==> src/rtl/vote_debounce_pkg.sv <==
// Shared definitions for the vote debounce detector.
//   state_t : debounce FSM states. detect is high in ON and DISARM.
package vote_debounce_pkg;

  typedef enum logic [1:0] {
    OFF    = 2'd0,
    ARM    = 2'd1,
    ON     = 2'd2,
    DISARM = 2'd3
  } state_t;

  // detect is a pure function of state
  function automatic logic state_detect(input state_t s);
    return (s == ON) || (s == DISARM);
  endfunction

endpackage

==> src/rtl/popcount_nbit.sv <==
// Combinational population count of an NBITS-wide vector.
// Ports:
//   bits : input vector
//   cnt  : number of ones in bits. The width $clog2(NBITS+1) holds NBITS exactly.
module popcount_nbit #(
  parameter int NBITS = 3
) (
  input  logic [NBITS-1:0]           bits,
  output logic [$clog2(NBITS+1)-1:0] cnt
);

  localparam int CW = $clog2(NBITS + 1);

  always_comb begin
    cnt = '0;
    for (int i = 0; i < NBITS; i++) begin
      cnt = cnt + CW'(bits[i]);
    end
  end

endmodule

==> src/rtl/vote_debounce_detector.sv <==
// Majority-vote detector with hit/miss debouncing.
// Each accepted sample (en=1) is popcounted. The sample is a hit when the popcount
// is at least THRESH. detect changes only after NHOLD consecutive contrary samples.
// Cycles with en=0 hold all state and do not break a run.
// Ports:
//   clk    : clock, rising edge
//   rst    : asynchronous active-high reset
//   en     : sample valid
//   in     : NBITS voter inputs
//   popcnt : registered popcount of the last accepted sample
//   hit    : registered popcnt >= THRESH of the last accepted sample
//   detect : debounced detection (state is ON or DISARM)
module vote_debounce_detector
  import vote_debounce_pkg::*;
#(
  parameter int NBITS  = 3,
  parameter int THRESH = 2,
  parameter int NHOLD  = 3
) (
  input  logic                       clk,
  input  logic                       rst,
  input  logic                       en,
  input  logic [NBITS-1:0]           in,
  output logic [$clog2(NBITS+1)-1:0] popcnt,
  output logic                       hit,
  output logic                       detect
);

  localparam int CW   = $clog2(NBITS + 1);
  localparam int CNTW = $clog2(NHOLD + 1);
  // Counter value at which the next qualifying sample completes a run.
  // In OFF/ON the counter is 0, so NHOLD=1 switches on the first sample.
  localparam logic [CNTW-1:0] LAST = CNTW'(NHOLD - 1);

  // Stage p0: combinational vote of the incoming sample
  logic [CW-1:0] pc_p0;
  logic          hit_p0;

  popcount_nbit #(.NBITS(NBITS)) u_popcount (
    .bits (in),
    .cnt  (pc_p0)
  );

  assign hit_p0 = (pc_p0 >= CW'(THRESH));

  // Stage p1: registered state, run counter and sample flags
  state_t          state_p1, state_nxt;
  logic [CNTW-1:0] cnt_p1, cnt_nxt;

  always_comb begin
    state_nxt = state_p1;
    cnt_nxt   = cnt_p1;
    if (en) begin
      unique case (state_p1)
        OFF, ARM: begin
          if (!hit_p0) begin
            state_nxt = OFF;
            cnt_nxt   = '0;
          end else if (cnt_p1 == LAST) begin
            state_nxt = ON;
            cnt_nxt   = '0;
          end else begin
            state_nxt = ARM;
            cnt_nxt   = cnt_p1 + 1'b1;
          end
        end
        ON, DISARM: begin
          if (hit_p0) begin
            state_nxt = ON;
            cnt_nxt   = '0;
          end else if (cnt_p1 == LAST) begin
            state_nxt = OFF;
            cnt_nxt   = '0;
          end else begin
            state_nxt = DISARM;
            cnt_nxt   = cnt_p1 + 1'b1;
          end
        end
        default: begin
          state_nxt = OFF;
          cnt_nxt   = '0;
        end
      endcase
    end
  end

  always_ff @(posedge clk or posedge rst) begin
    if (rst) begin
      state_p1 <= OFF;
      cnt_p1   <= '0;
      popcnt   <= '0;
      hit      <= 1'b0;
    end else begin
      state_p1 <= state_nxt;
      cnt_p1   <= cnt_nxt;
      if (en) begin
        popcnt <= pc_p0;
        hit    <= hit_p0;
      end
    end
  end

  assign detect = state_detect(state_p1);

endmodule

==> config.mk <==
export PLATFORM = sky130hd
export DESIGN_NAME = vote_debounce_detector
export DESIGN_NICKNAME = d
export VERILOG_FILES = /design/src/rtl/vote_debounce_pkg.sv /design/src/rtl/popcount_nbit.sv /design/src/rtl/vote_debounce_detector.sv
export SDC_FILE = /design/constraint.sdc
export NUM_CORES = 1
export LEC_CHECK = 0
export BUFFER_PORTS_ARGS = -buffer_cell sky130_fd_sc_hd__buf_4
export CORE_AREA = 8 8 45 47
export DETAILED_ROUTE_END_ITERATION = 7
export DIE_AREA = 0 0 53 55
export SLEW_MARGIN = 20
export SYNTH_ARGS = -nofsm -noshare
export SYNTH_HDL_FRONTEND = slang
export SYNTH_SLANG_ARGS = --single-unit
export TNS_END_PERCENT = 20
==> constraint.sdc <==
create_clock -name clk -period 1.9 [get_ports clk]
set_input_delay 0.38 -clock clk [delete_from_list [all_inputs] [get_ports clk]]
set_output_delay 0.38 -clock clk [all_outputs]
set_load 0.05 [all_outputs]
==> flow_summary.ini, run 1 <==
[sta]
hold_violations = 0
fin_tns_setup_ns = 0
worst_pin_slew_ns = 0.201
finalCriticalPeriod_ns = 1.21
setup_violations = 0
rsz0062_at_grt = no
fin_skew_ns = 0.0000397
fin_hold_ws_ns = 0.0397
report.final.slew_viol_count = 0
slew_headroom_pct = 86.6
setup_ws_ns = 0.687
fmax_mhz = 824
min_period_over_period_pct = 63.9

[worst_setup_path]
rr_startpoint = cnt_p1[0]$_DFFE_PP0P_
critPathSlowestCell = dfrtp_1
endpoint_kind = primary output
required_ns = 1.52
critPathMaxFanout = 3
cp.arrival_ns = 0.83
crit_path_start = state_p1[1]$_DFFE_PP0P_
critical_path.top_delay_family = flip-flops
cp_num_buf_inv = 1
cp-start-kind = flop
path_cells = buf_4
slowest_delay_ns = 0.39
path_class = reg -> out

[logic_synthesis]
synth_cells = 19
yosysSeqAreaShare_pct = 50.5
synth_area_leader_cell = dfrtp_1
netlist_area_sq_um = 248
yosys_warnings = 0
synth_cell_types = 11
synth_nets = 26
synthTopCellsByArea = dfrtp_1, mux2_2, fa_1, o2bb2ai_1, nand3b_1
syn_area_per_cell_sq_um = 13.0
ys_ff_latch = 5
yosysTopAreaCellShare_pct = 50.5

[layout]
num-nets-final = 38
drive_gt1_share_pct = 46.7
area_growth_pct = 41.4
fin_util_pct = 25.3
final_common_cell = buf_4
final_cell_mix = buf_4, dfrtp_1, clkbuf_4
design_area_sq_um = 350
n_antenna_cell = 0
layout.cells.non_filler = 46

[clock_network]
clockRootBuffer = clkbuf_4
cts_tree = built
cts_resized = 0
clkLatencyLatePin_ns = 0.24
numCtsBuffers = 3
clk_pin_slew_worst_paths_ns = 0.04
cts.hold.buffers_added = 0
clockBufferDepth = 2
h-tree-depth = 1
clock-sinks = 5
cts_setup_buffers = 0

[global_routing]
first_global_vias = 198
gr-max-usage-layer = met4
grt_use_met3_pct = 4.01
grt_pass1_wl_microns = 924
met1_usage_pct = 4.61
gr-usage-met2_pct = 5.86
grt_overflow = 0
antenna_found_initial = 0
track_usage_pct = 4.94
grt_start_max_net_pins = 7

[power_and_ir_drop]
p_per_area_nw_per_um2 = 1370
ir_drop_mv = 0.312
finalPower_mw = 0.480
p_leak_nw = 0.162

[die]
die_w_microns = 53
initial_core_util_pct = 17.9
coreArea_sq_um = 1380
die_area_sq_um = 2920
pin_count = 10
die_height_microns = 55
fp-row-count = 14

[drt]
drc = 0
drt_wl_total_microns = 541
wl_per_cell_microns = 11.8
vias = 174
ant_nets = 0
firstDrtPassIters = 2
post_drt_via_cell_ratio = 3.78
first_iter_violations = 1

[placement]
dpl-instance-area_sq_um = 324
place_inst = 42
place_congestion = 0.658
port_buffers = 9
dp_slack_ns = 0.480

[worst_hold_path]
min_path_type = in -> async

[status]
status = complete, no violations

[run]
maxCapViolCount = 0
-- path summary, 6_finish.rpt --
check / end / slack [ns] / depth (start not counted)
worst max-delay path: detect / 0.69 / 1
worst min-delay path: state_p1[1]$_DFFE_PP0P_ / 0.04 / 2
worst max register to register: state_p1[1]$_DFFE_PP0P_ / 0.90 / 2
worst min register to register: popcnt[0]$_DFFE_PP0P_ / 0.52 / 1
max in group asynchronous: popcnt[0]$_DFFE_PP0P_ / 1.68 / 2
min in group clk: popcnt[1]$_DFFE_PP0P_ / 0.43 / 2
-- synthesized netlist by cell type, drive strengths merged --
| master | count |
|---|---|
| dfrtp | 5 |
| mux2 | 3 |
| inv | 2 |
| nand3b | 2 |
| o2bb2ai | 2 |
| buf | 1 |
| clkbuf | 1 |
| fa | 1 |
| or3b | 1 |
| xnor2 | 1 |
-- state kept, by name, summed over array words and instances, names as in the netlist --
| signal | cells |
|---|---|
| state_p1 | 1 |
| cnt_p1 | 2 |
| popcnt | 2 |
-- cell type report --
type	count	area (sq um)
Clock buffer	4	26.3
Sequential cell	5	125
Inverter	2	7.51
Fill cell	146	1030
Multi-Input combinational cell	10	104
Tap cell	16	20.0
Timing Repair Buffer	9	67.6
-- report_power, final --
part | leakage (nW) | total, mW | internal (mW) | switching, mW
clock | 0.0150 | 0.123 | 0.0794 | 0.0439
combinational | 0.0850 | 0.185 | 0.0741 | 0.111
sequential | 0.0618 | 0.171 | 0.143 | 0.0283
total | 0.162 | 0.480 | 0.296 | 0.183
-- per-layer routing --
layer / share of wire, % / vias up / wire length, microns
met3: 21 / 2 / 111
met5: 0 / - / 0
li1: - / 85 / -
met1: 40 / 76 / 219
met2: 35 / 11 / 189
met4: 3.5 / 0 / 19
-- cell families after synthesis --
logic type	count (synthesis)	synth area share, %
AND/OR/NAND/NOR	3	9.59
AO/OA/AOI/OAI	2	7.07
flip-flops	5	50.5
multiplexers	3	13.6
XOR/XNOR	1	3.54
adder cells (fa/ha/maj)	1	8.08
buffers and inverters	4	7.58
Note: power is estimated with default switching activity, not from simulation.
==> run 2, diff against run 1 <==
==> constraint.sdc (replaced) <==
create_clock -name clk -period 1 [get_ports clk]
set_input_delay 0.2 -clock clk [delete_from_list [all_inputs] [get_ports clk]]
set_output_delay 0.2 -clock clk [all_outputs]
set_load 0.05 [all_outputs]
==> run 2 against run 1 <==
The run now ends with setup timing left. Wire length up 1.3%. Worst setup slack got worse by 0.70 ns. Global-route usage up 0.27 points. Register-to-register slack worse by 0.90 ns. Design area up 14%. Sequential share of layout area fell by 4.0 points. Critical path type unchanged.
==> flow_summary.ini, run 2 (same netlist as run 1, synthesis figures left out) <==
[worst_setup_path]
path_cells = buf_6
r2r_end = cnt_p1[0]$_DFFE_PP0P_
critPathSlowestCell = dfrtp_2
ff2ff_path_depth = 2
path_class = reg -> out
slowest_delay_ns = 0.42
required_ns = 0.80
endpoint_kind = primary output
critical_path.top_delay_family = flip-flops
cp.arrival_ns = 0.81
cp-start-kind = flop
critPathMaxFanout = 3
rr_startpoint = cnt_p1[0]$_DFFE_PP0P_
cp_num_buf_inv = 1
regToRegSetupSlack_ns = 0

[die]
pin_count = 10
die_height_microns = 55
fp-row-count = 14
die_area_sq_um = 2920
initial_core_util_pct = 17.9
coreArea_sq_um = 1380
die_w_microns = 53

[sta]
report.final.slew_viol_count = 0
setup_ws_ns = -0.0142
min_period_over_period_pct = 101
finalCriticalPeriod_ns = 1.01
rsz0062_at_grt = yes
fin_skew_ns = 0.0000766
setup_violations = 2
worst_pin_slew_ns = 0.197
fin_tns_setup_ns = -0.0278
fmax_mhz = 986
hold_violations = 0
slew_headroom_pct = 86.8

[power_and_ir_drop]
switching_power_mw = 0.367
pwr-share-comb_pct = 45.1
p_int_mw = 0.648
p_clk_share_pct = 22.6
ir_drop_mv = 0.648
p_seq_share_pct = 32.3
p_per_area_nw_per_um2 = 2550
switching_share_pct = 36.2
p_leak_nw = 0.184

[layout]
design_area_sq_um = 398
n_fill_cell = 147
multi_input_area_sq_um = 118
n_antenna_cell = 0
fin_util_pct = 28.8
num-nets-final = 40
seq_area_sq_um = 126
drive_gt1_share_pct = 59.4
final_cell_mix = buf_4, dfrtp_1, buf_6, clkbuf_4
area_growth_pct = 60.6
reg_top3 = cnt_p1 (2), popcnt (2), state_p1 (1)
final_common_cell = buf_4

[placement]
place.detailed.hpwl_microns = 455
place_congestion = 0.753
dp_slack_ns = -0.256
dpl-instance-area_sq_um = 325
port_buffers = 9

[run]
maxCapViolCount = 0

[clock_network]
clockRootBuffer = clkbuf_4
cts_tree = built
clockBufferDepth = 2
clock-sinks = 5
clk_pin_slew_worst_paths_ns = 0.04
numCtsBuffers = 3
h-tree-depth = 1
clkLatencyLatePin_ns = 0.24

[drt]
first_iter_violations = 0
firstDrtPassIters = 1
ant_nets = 0
drc = 0
wl_per_cell_microns = 11.4
post_drt_via_cell_ratio = 4.00
drt_wl_total_microns = 548
vias = 192

[global_routing]
track_usage_pct = 5.21
grt_overflow = 0
grt_start_max_net_pins = 7
grt_pass1_wl_microns = 952
first_global_vias = 228
antenna_found_initial = 0

[worst_hold_path]
min_path_type = in -> reg
hold_start = en
hold_end = popcnt[1]$_DFFE_PP0P_
hold_depth = 2

[status]
violations = setup timing
status = finished with violations
[run 2: cell types whose count changed in the layout (fill, tap and decap cells not counted)]
cell | previous run | this run
xnor2_2 | 0 | 1
dfrtp_1 | 5 | 4
dlygate4sd3_1 | 0 | 1
mux2_1 | 1 | 0
mux2_4 | 0 | 1
fa_1 | 1 | 0
buf_4 | 9 | 6
fa_2 | 0 | 1
buf_6 | 0 | 4
xnor2_1 | 1 | 0
dfrtp_2 | 0 | 1
[run 2: area by class of cell]
| type | count | area share [%] |
|---|---|---|
| inverters | 2 | 1.89 |
| well taps | 16 | 5.03 |
| multi-input cells | 10 | 29.6 |
| repair buffers | 11 | 25.2 |
| clock buffers | 4 | 6.60 |
| flip-flops and latches | 5 | 31.8 |
[run 2: how the worst max path moves through the flow]
stage	to	cells past startpoint	slack, ns	startpoint
final	popcnt[1]	1	-0.01	popcnt[1]$_DFFE_PP0P_
after detailed placement	cnt_p1[0]$_DFFE_PP0P_	4	-0.26	in[0]
after floorplan	state_p1[1]$_DFFE_PP0P_	2	-0.05	in[0]
after global routing	cnt_p1[0]$_DFFE_PP0P_	2	-0.05	cnt_p1[0]$_DFFE_PP0P_
after CTS	popcnt[1]	1	-0.02	popcnt[1]$_DFFE_PP0P_
after global placement	cnt_p1[1]$_DFFE_PP0P_	4	-0.24	in[0]
[run 2: power by group through the flow]
stage               registers [mW]  logic [mW]  clock network [mW]
floorplan                    0.364       0.224                   0
global placement             0.328       0.355                   0
detailed placement           0.331       0.361                   0
CTS                          0.329       0.445               0.240
global route                 0.340       0.490               0.257
finish                       0.328       0.458               0.229
[run 2: worst register-to-register path, stage by stage, from the launching register on]
cell and delay (ns):
dfrtp_1 0.39, or3b_1 0.38, o2bb2ai_1 0.14
[run 2: timing repair]
action / CTS / global route
endpoints found under the setup margin: 6 / 7
buffers inserted: 1 / 0
endpoints found under the hold margin: 5 / 0
pin swaps: 0 / 0
hold buffers: 1 / 0
gates cloned: 0 / 0
resized for setup: 5 / 2
[run 2: metal layers]
metal	routed length, microns	track usage (%)	vias to the layer above	part of all wire [%]
met5	0	0	-	0
met1	168	3.68	87	31
met2	242	7.42	12	44
met4	23	5.17	0	4.2
li1	-	-	88	-
met3	113	5.61	5	21
[run 2: through the flow]
| stage | instances | hold slack (ns) | total power, mW |
|---|---|---|---|
| 2_1_floorplan | 19 | -0.0215 | 0.589 |
| 6_report | 48 | 0.257 | 1.02 |
| 5_1_grt | 48 | 0.262 | 1.09 |
| 3_3_place_gp | 42 | 0.117 | 0.683 |
| 4_1_cts | 48 | 0.257 | 1.01 |
| 3_5_place_dp | 42 | 0.118 | 0.692 |
==> run 3, diff against run 2 <==
--- a/config.mk
+++ b/config.mk
@@ -5,10 +5,12 @@
 export SDC_FILE = /design/constraint.sdc
 export NUM_CORES = 1
 export LEC_CHECK = 0
-export BUFFER_PORTS_ARGS = -buffer_cell sky130_fd_sc_hd__buf_4
+export ABC_AREA = 1
 export CORE_AREA = 8 8 45 47
 export DETAILED_ROUTE_END_ITERATION = 7
 export DIE_AREA = 0 0 53 55
+export DONT_BUFFER_PORTS = 1
+export REMOVE_ABC_BUFFERS = 1
 export SLEW_MARGIN = 20
 export SYNTH_ARGS = -nofsm -noshare
 export SYNTH_HDL_FRONTEND = slang
==> run 3 against run 2 <==
The flow still finishes with violations (setup timing). Fmax rose by 0.29%. Non-clock buffer count fell by 4. Clock skew barely moved. Synthesized area rose by 4.0%. Largest cell class unchanged.
==> flow_summary.ini, run 3 <==
[clock_network]
clock-sinks = 5
clk_pin_slew_worst_paths_ns = 0.04
clockRootBuffer = clkbuf_4
numCtsBuffers = 3
h-tree-depth = 1
cts_tree = built
clkLatencyLatePin_ns = 0.24
clockBufferDepth = 2

[logic_synthesis]
synth_common_cells = nand2_1, dfrtp_1, inv_1, nor2_1
synthTopCellsByArea = dfrtp_1, nand2_1, fa_1, inv_1, buf_4
synth_cells = 34
syn_area_per_cell_sq_um = 7.58
netlist_area_sq_um = 258
yosysSeqAreaShare_pct = 48.5
yosys.cell_count.top_type = nand2_1
synthArstFlopShare_pct = 100
synth_cell_types = 11
yosys_warnings = 0
synth_area_leader_cell = dfrtp_1
ys_ff_latch = 5
yosys_most_used_dff = dfrtp_1
synth-edff-count = 0
yosysTopAreaCellShare_pct = 48.5

[worst_setup_path]
cp-start-kind = flop
required_ns = 0.80
path_class = reg -> out
cp_num_buf_inv = 1
path_cells = buf_12
cp.arrival_ns = 0.81
critPathSlowestCell = dfrtp_1
rr_startpoint = state_p1[1]$_DFFE_PP0P_
critical_path.top_delay_family = flip-flops
r2r_end = cnt_p1[1]$_DFFE_PP0P_
regToRegSetupSlack_ns = 0.13
ff2ff_path_depth = 5
endpoint_kind = primary output
slowest_delay_ns = 0.40
critPathMaxFanout = 2

[die]
die_height_microns = 55
fp-row-count = 14
die_area_sq_um = 2920
die_w_microns = 53
pin_count = 10
coreArea_sq_um = 1380
initial_core_util_pct = 18.6

[layout]
n_fill_cell = 144
final_common_cell = nand2_1
reg_top3 = cnt_p1 (2), popcnt (2), state_p1 (1)
num-nets-final = 51
layout.cells.non_filler = 59
final_cell_mix = nand2_1, inv_1, dfrtp_1, clkbuf_4, buf_4
area_growth_pct = 46.1
n_antenna_cell = 0
drive_gt1_share_pct = 23.3

[power_and_ir_drop]
p_per_area_nw_per_um2 = 2570
ir_drop_mv = 1.28
p_leak_nw = 0.201

[sta]
fin_skew_ns = 0.000387
fin_hold_ws_ns = 0.0770
slew_headroom_pct = 87.2
report.final.slew_viol_count = 0
fmax_mhz = 989
hold_violations = 0
setup_ws_ns = -0.0112
worst_pin_slew_ns = 0.192
min_period_over_period_pct = 101
setup_violations = 2
rsz0062_at_grt = yes
finalCriticalPeriod_ns = 1.01

[global_routing]
track_usage_pct = 4.22
first_global_vias = 214
grt_pass1_wl_microns = 793
antenna_found_initial = 0
grt_overflow = 0
grt_start_max_net_pins = 6

[drt]
vias = 234
ant_nets = 0
firstDrtPassIters = 4
drt_wl_total_microns = 519
post_drt_via_cell_ratio = 3.97
drc = 0
first_iter_violations = 6
wl_per_cell_microns = 8.80

[worst_hold_path]
hold_end = popcnt[0]$_DFFE_PP0P_
min_path_type = in -> reg
hold_start = en
hold_depth = 2

[run]
maxCapViolCount = 0

[status]
violations = setup timing
status = finished with violations

[placement]
port_buffers = 0
place_inst = 51
place_congestion = 0.715
place.detailed.hpwl_microns = 409
## run 3: how the worst max path moves through the flow
| stage | slack (ns) | cells after the start | end | from |
|---|---|---|---|---|
| floorplan | -0.16 | 2 | popcnt[1]$_DFFE_PP0P_ | popcnt[1]$_DFFE_PP0P_ |
| global placement | -0.02 | 6 | cnt_p1[1]$_DFFE_PP0P_ | in[0] |
| detailed placement | -0.03 | 6 | cnt_p1[1]$_DFFE_PP0P_ | in[0] |
| CTS | -0.02 | 1 | hit | popcnt[1]$_DFFE_PP0P_ |
| global route | -0.04 | 1 | popcnt[1] | popcnt[1]$_DFFE_PP0P_ |
| finish | -0.01 | 1 | hit | popcnt[1]$_DFFE_PP0P_ |
## run 3: report_power, final
| group | leakage [nW] | internal (mW) | total [mW] | switching, mW |
|---|---|---|---|---|
| sequential | 0.0633 | 0.267 | 0.317 | 0.0501 |
| combinational | 0.123 | 0.176 | 0.425 | 0.249 |
| clock | 0.0150 | 0.150 | 0.227 | 0.0769 |
| total | 0.201 | 0.593 | 0.969 | 0.376 |
## run 3: cells by family (layout without fill, tap and decap cells)
| kind of cell | count (synthesis) | in the layout | synth area share, % |
|---|---|---|---|
| AOI/OAI and AO/OA | 2 | 2 | 3.88 |
| adders and majority gates | 1 | 1 | 7.77 |
| buffers and inverters | 8 | 17 | 13.1 |
| DFF | 5 | 5 | 48.5 |
| and+or+nand+nor | 18 | 18 | 26.7 |
## run 3: area by class of cell
cell class | instances | area [sq um] | share of cell area (%)
multi-input combinational | 21 | 98.8 | 26.2
tap | 16 | 20.0 | 5.32
sequential | 5 | 125 | 33.2
inverter | 6 | 22.5 | 5.98
clock buffer | 4 | 26.3 | 6.98
timing repair buffer | 7 | 83.8 | 22.3
## run 3: through the flow
stage	instance area [sq um]	power [mW]	setup slack (ns)	utilization (%)	TNS, ns
5_1_grt	377	1.04	-0.0409	27.2	-0.127
3_5_place_dp	314	0.680	-0.0310	22.7	-0.0524
3_3_place_gp	314	0.671	-0.0190	22.7	-0.0343
6_report	377	0.969	-0.0112	27.2	-0.0225
2_1_floorplan	246	0.560	-0.160	-	-0.436
4_1_cts	369	0.980	-0.0247	26.7	-0.0660
## run 3: repair_timing
| item | in CTS | in global routing |
|---|---|---|
| buffers inserted | 2 | 1 |
| gates cloned | 0 | 0 |
| resized for setup | 1 | 0 |
| hold buffers | 1 | 0 |
| endpoints found under the hold margin | 5 | 0 |
| endpoints found under the setup margin | 4 | 4 |
## run 3: metal layers
metal / global-route usage [%] / wire [microns] / up-vias
met4: 2.59 / 13 / 0
met2: 6.25 / 225 / 7
met3: 5.61 / 82 / 2
li1: - / - / 117
met1: 2.76 / 197 / 108
met5: 0 / 0 / -
